===== src/rtl/fractal_render.sv =====
// fractal_render: column-major pixel scanner that feeds an external escape-time
// iteration engine one complex point at a time and plots the returned colour.
// rst_n is a synchronous reset that is asserted HIGH (the name is historical).
// Optional feature macro: FRACTAL_RENDER_BANDS_EN selects banded colouring of
// escaped pixels instead of the plain white/black default.
module fractal_render #(
    parameter int H_RES    = 160,
    parameter int V_RES    = 120,
    parameter int X_W      = 8,
    parameter int Y_W      = 7,
    parameter int MAX_ITER = 100,
    parameter int ITER_W   = 16
) (
    input  logic                clk,
    input  logic                rst_n,
    input  logic                start,
    input  logic                abort,
    input  logic signed [31:0]  origin_a,
    input  logic signed [31:0]  origin_b,
    input  logic signed [31:0]  step_a,
    input  logic signed [31:0]  step_b,
    output logic                calc_en,
    output logic signed [31:0]  calc_a,
    output logic signed [31:0]  calc_b,
    input  logic                calc_ready,
    input  logic [ITER_W-1:0]   calc_iter,
    output logic [X_W-1:0]      vga_x,
    output logic [Y_W-1:0]      vga_y,
    output logic [2:0]          vga_colour,
    output logic                vga_plot,
    output logic                done,
    output logic                frame_done
);

    typedef enum logic [2:0] {
        IDLE    = 3'd0,
        ISSUE   = 3'd1,
        WAIT    = 3'd2,
        PLOT    = 3'd3,
        ADVANCE = 3'd4
    } state_t;

    localparam logic [X_W-1:0]    X_LAST    = X_W'(H_RES - 1);
    localparam logic [Y_W-1:0]    Y_LAST    = Y_W'(V_RES - 1);
    localparam logic [ITER_W-1:0] ITER_LIM  = ITER_W'(MAX_ITER);

    state_t              state, state_next;
    logic [X_W-1:0]      x;
    logic [Y_W-1:0]      y;
    logic signed [31:0]  cur_a, cur_b;
    logic signed [31:0]  org_b, stp_a, stp_b;
    logic [ITER_W-1:0]   iter_q;
    logic                x_last, y_last;
    logic [2:0]          pix_colour;

    assign x_last = (x == X_LAST);
    assign y_last = (y == Y_LAST);

    // State register; reset wins over every transition.
    always_ff @(posedge clk) begin
        // NOTE: sequential state uses <= so every register samples pre-edge values.
        if (rst_n) state <= IDLE;
        else       state <= state_next;
    end

    // Next-state logic; abort outside IDLE overrides every other transition.
    always_comb begin
        // NOTE: default first, so no path through the case leaves state_next unassigned (no latch).
        state_next = state;
        case (state)
            IDLE:    if (start) state_next = ISSUE;
            ISSUE:   state_next = WAIT;
            WAIT:    if (calc_ready) state_next = PLOT;
            PLOT:    state_next = ADVANCE;
            ADVANCE: state_next = (x_last && y_last) ? IDLE : ISSUE;
            default: state_next = IDLE;
        endcase
        if (abort && state != IDLE) state_next = IDLE;
    end

    // Scan counters, coordinate accumulators and the captured viewport.
    always_ff @(posedge clk) begin
        if (rst_n) begin
            x      <= '0;
            y      <= '0;
            cur_a  <= '0;
            cur_b  <= '0;
            org_b  <= '0;
            stp_a  <= '0;
            stp_b  <= '0;
            iter_q <= '0;
        end else begin
            case (state)
                IDLE: if (start) begin
                    x     <= '0;
                    y     <= '0;
                    cur_a <= origin_a;
                    cur_b <= origin_b;
                    org_b <= origin_b;
                    stp_a <= step_a;
                    stp_b <= step_b;
                end
                WAIT: if (calc_ready && !abort) iter_q <= calc_iter;
                ADVANCE: if (!abort) begin
                    if (!y_last) begin
                        y     <= y + 1'b1;
                        cur_b <= cur_b + stp_b;
                    end else if (!x_last) begin
                        y     <= '0;
                        cur_b <= org_b;
                        x     <= x + 1'b1;
                        cur_a <= cur_a + stp_a;
                    end
                end
                default: ;
            endcase
        end
    end

    // Colour of the pixel being plotted, from the latched iteration count.
    always_comb begin
        pix_colour = 3'b000;
`ifdef FRACTAL_RENDER_BANDS_EN
        if (iter_q < ITER_LIM)
            pix_colour = (iter_q[2:0] == 3'b000) ? 3'b001 : iter_q[2:0];
`else
        if (iter_q < ITER_LIM)
            pix_colour = 3'b111;
`endif
    end

    // Output decode; abort suppresses the pulses of the cycle it arrives in.
    always_comb begin
        done       = 1'b0;
        calc_en    = 1'b0;
        vga_plot   = 1'b0;
        frame_done = 1'b0;
        vga_colour = 3'b000;
        calc_a     = cur_a;
        calc_b     = cur_b;
        vga_x      = x;
        vga_y      = y;
        if (rst_n) begin
            done   = 1'b1;
            calc_a = '0;
            calc_b = '0;
            vga_x  = '0;
            vga_y  = '0;
        end else begin
            case (state)
                IDLE:    done = 1'b1;
                ISSUE:   calc_en = !abort;
                PLOT: begin
                    vga_plot   = !abort;
                    vga_colour = abort ? 3'b000 : pix_colour;
                end
                ADVANCE: frame_done = x_last && y_last && !abort;
                default: ;
            endcase
        end
    end

endmodule


===== config.mk =====
export PLATFORM = sky130hd
export DESIGN_NAME = fractal_render
export DESIGN_NICKNAME = d
export VERILOG_FILES = /design/src/rtl/fractal_render.sv
export SDC_FILE = /design/constraint.sdc
export NUM_CORES = 1
export LEC_CHECK = 0
export CORE_AREA = 5 5 160 162
export DETAILED_ROUTE_END_ITERATION = 12
export DIE_AREA = 0 0 165 167
export PLACE_DENSITY = 0.77
export SETUP_SLACK_MARGIN = 0.2
export SKIP_LAST_GASP = 1
export SLEW_MARGIN = 15
export SYNTH_ARGS = -nofsm -noshare
export SYNTH_HDL_FRONTEND = slang
export SYNTH_SLANG_ARGS = --single-unit

===== constraint.sdc =====
create_clock -name clk -period 5.6 [get_ports clk]
set_input_delay 0.56 -clock clk [delete_from_list [all_inputs] [get_ports clk]]
set_output_delay 0.56 -clock clk [all_outputs]
set_load 0.02 [all_outputs]

==> metrics.md <==
| Metric | Value |
|---|---|
| Outcome | `finished, final reports clean` |
| Total iterations of the first detailed-routing run | `6` |
| Unrepaired setup endpoints after global routing | `false` |
| CORE AREA | `roughly 24,000 um2` |
| Post-CTS Setup Repair Bufs | `0` |
| Root Driver | `clkbuf_16` |
| Critical path class | `primary input to output pin` |
| Die X | `165 um` |
| Area growth, synth to finish | `25.55%` |
| Number of enable flip-flop cells after synthesis | `0` |
| Compound-Gate Fraction of Synth Area | `24.05%` |
| Post-synthesis mux area share | `1.117%` |
| Hpwl dp | `25,760 um` |
| Clock-pin slew of the registers on the worst-case setup and hold paths | `0.08 ns` |
| Clock buffer depth | `2` |
| Number of global-route vias before repair | `11,568` |
| DRC | `0` |
| Initial core utilization | `49.09%` |
| Hold path depth | `2` |
| Max_cap viols | `0` |
| Syn Inst Count | `1,600` |
| Post-Synth XOR/XNOR Area | `3.500%` |
| Main combinational cell family by area after synthesis | `simple AND/OR/NAND/NOR gates` |
| CTS Buf Count | `17` |
| Remaining Overflow, GRT | `0` |
| DR vias/cell | `5.782` |
| Synth top cells by count | `342 x nand2_1, 205 x a21oi_1, 192 x dfxtp_1, 100 x nor2_1` |
| Crit. End Element | `output pin` |
| Yosys Warn Count | `0` |
| Minimum clock period | `3.715 ns` |
| DP Area | `14,180 um2` |
| Netlist Area Pre-Place | `11,760 um2` |
| Setup TNS | `0 ns` |
| Port bufs | `~230` |
| First-pass GRT wire length | `roughly 58,000 um` |
| Die height | `roughly 170 um` |
| Fin. Hold Viols | `0` |
| Max_slew headroom | `36.84%` |
| DP Cell Count | `2,062` |
| First DRT Iteration DRCs | `1,130` |
| Mean post-synth cell area | `between 7 and 8 um2` |
| H-tree depth | `4` |
| Routed WL per cell | `17.27 um` |
| Antenna diode count | `0` |
| Final period util | `66.34%` |
| Layout cells sized above 1 | `3.672%` |
| Syn_nets | `1,815` |
| I/O Pins | `235` |
| Top-count cell post-synth | `nand2_1` |
| Worst slew pin tran | `0.9423 ns` |
| Predominant post-synthesis flop cell | `dfxtp_1` |
| Seq cells post-synth | `about 190` |
| Initial antenna violation count | `2` |
| Num rows | `57` |
| Post-Layout Cell Count | `between 2,000 and 2,500` |
| CTS tree | `done` |
| Final #Nets | `1,972` |
| Achievable Freq | `0.2692 GHz` |
| CTS sink cnt | `192` |
| GRT Util Overall | `25.41%` |
| Yosys cell types | `71` |
| WP data arrival | `approximately 3.2 ns` |
| Design Area, Final | `between 10,000 and 15,000 um2` |
| Critical Path RT | `slightly above 5 ns` |
| Worst r2r path cells | `9` |
| Leak pwr | `approximately 5.7 nW` |
| Simple-gate share of the synthesized area | `27.43%` |
| Setup crit start kind | `primary input` |
| Sequential area share after synthesis | `32.68%` |
| Post-CTS Resized | `0` |
| Post-DRT Antenna Nets | `0` |
| Async SR Flop Fraction | `0%` |
| Leading area contributor after synthesis | `dfxtp_1` |
| Routed vias | `12,107` |
| Area contributors post-synth | `dfxtp_1 33%, nand2_1 11%, a21oi_1 8.7%, ha_1 6.8%, nor2b_1 4.5%` |
| Synth Area in Adders | `7.148%` |
| Pwr/cell area | `240.2 nW/um2` |
| CP Max Fanout | `8` |
| Worst hold path type | `flip-flop to flip-flop` |
| Yosys top cell area share | `32.68%` |
| Largest net degree at the start of global routing | `about 100` |
| Setup violations, final | `0` |
| Slew Limit Fails | `0` |
| Routability Congestion | `slightly below 0.9` |
| Die area | `27,560 um2` |
| Worst-Skew Late Latency | `roughly 0.44 ns` |
| Total wire length | `36,150 um` |
| Cts hold-fix bufs | `0` |
| Maximum VDD drop | `192.3 uV` |
| Clock skew | `about 0.011 ns` |
==> cells by family (layout without fill, tap and decap cells) <==
logic type                 Yosys count  after routing
buffers and inverters              119            289
xor gates and xnor gates            47             47
adders and majority gates           66             66
DFF                                192            192
muxes                               13             13
AOI/OAI and AO/OA                  464            464
and+or+nand+nor                    699            699
==> flip-flops by register name, summed over array words and instances, names as in the netlist <==
register  cells
cur_a        32
cur_b        32
iter_q       14
org_b        32
state         3
stp_a        32
stp_b        32
x             8
y             7
==> placed cells by master (no fill, tap or decap), types with 5 or more instances in the layout <==
cell / n
clkbuf_16: 17
a311oi_1: 12
a31oi_1: 19
xor2_1: 22
nand2_1: 340
nor3_1: 39
a21o_1: 29
inv_1: 12
o21ai_0: 84
nand2b_1: 5
and3_1: 15
a211oi_1: 22
nor2_1: 100
a2111oi_0: 7
and2_1: 8
o21a_1: 10
clkdlybuf4s50_1: 231
or4_1: 6
nand3_1: 32
mux2i_1: 12
o22ai_1: 5
xnor2_1: 25
or2_2: 7
dfxtp_1: 192
o211a_1: 5
ha_1: 64
nor2b_1: 83
a21oi_1: 205
or3_1: 7
o211ai_1: 17
nand4_1: 21
o41ai_1: 5
buf_4: 13
nor4_1: 13
==> power by group <==
group          switching, mW  internal [mW]
clock network          0.580          0.670
registers             0.0626           1.45
logic                  0.438          0.345
==> critical path, stage by stage <==
cell	delay (ns)
clkdlybuf4s50_1	0.65
nor3_1	0.39
and3_1	0.28
nand4_1	0.10
nor4_1	0.45
clkdlybuf4s50_1	0.72
==> final timing paths <==
path	end	start	slack (ns)
max	vga_colour[0]	abort	1.89
min reg2reg	org_b[0]	org_b[0]	0.46
max reg2reg	x[7]	y[1]	2.30
min	org_b[0]	org_b[0]	0.46
==> stage by stage <==
step	hold slack, ns	total power [mW]	util [%]	setup slack, ns
floorplan	0.4317	2.028	-	2.550
global placement	0.4392	2.302	59.19	1.942
detailed placement	0.4484	2.319	59.19	1.901
CTS	0.4588	3.554	61.63	1.863
global route	0.4769	3.704	61.63	1.677
finish	0.4557	3.547	61.63	1.885
==> final cells by class <==
| type | count | area, um2 |
|---|---|---|
| inverters | 12 | 45.04 |
| clock inverters | 13 | 151.4 |
| repair buffers | 245 | 2424 |
| fillers | 2203 | 9195 |
| clock buffers | 19 | 432.9 |
| multi-input cells | 1289 | 7466 |
| well taps | 324 | 405.4 |
| flip-flops and latches | 192 | 3844 |
==> layer usage <==
| layer | up-vias | GRT usage, % | share of wire (%) |
|---|---|---|---|
| li1 | 5991 | - | - |
| met1 | 5606 | 34.69 | 45 |
| met2 | 454 | 40.84 | 45 |
| met3 | 54 | 4.993 | 7.7 |
| met4 | 2 | 7.089 | 2.3 |
| met5 | - | 0 | 0.036 |
Note: power is estimated with default switching activity, not from simulation.
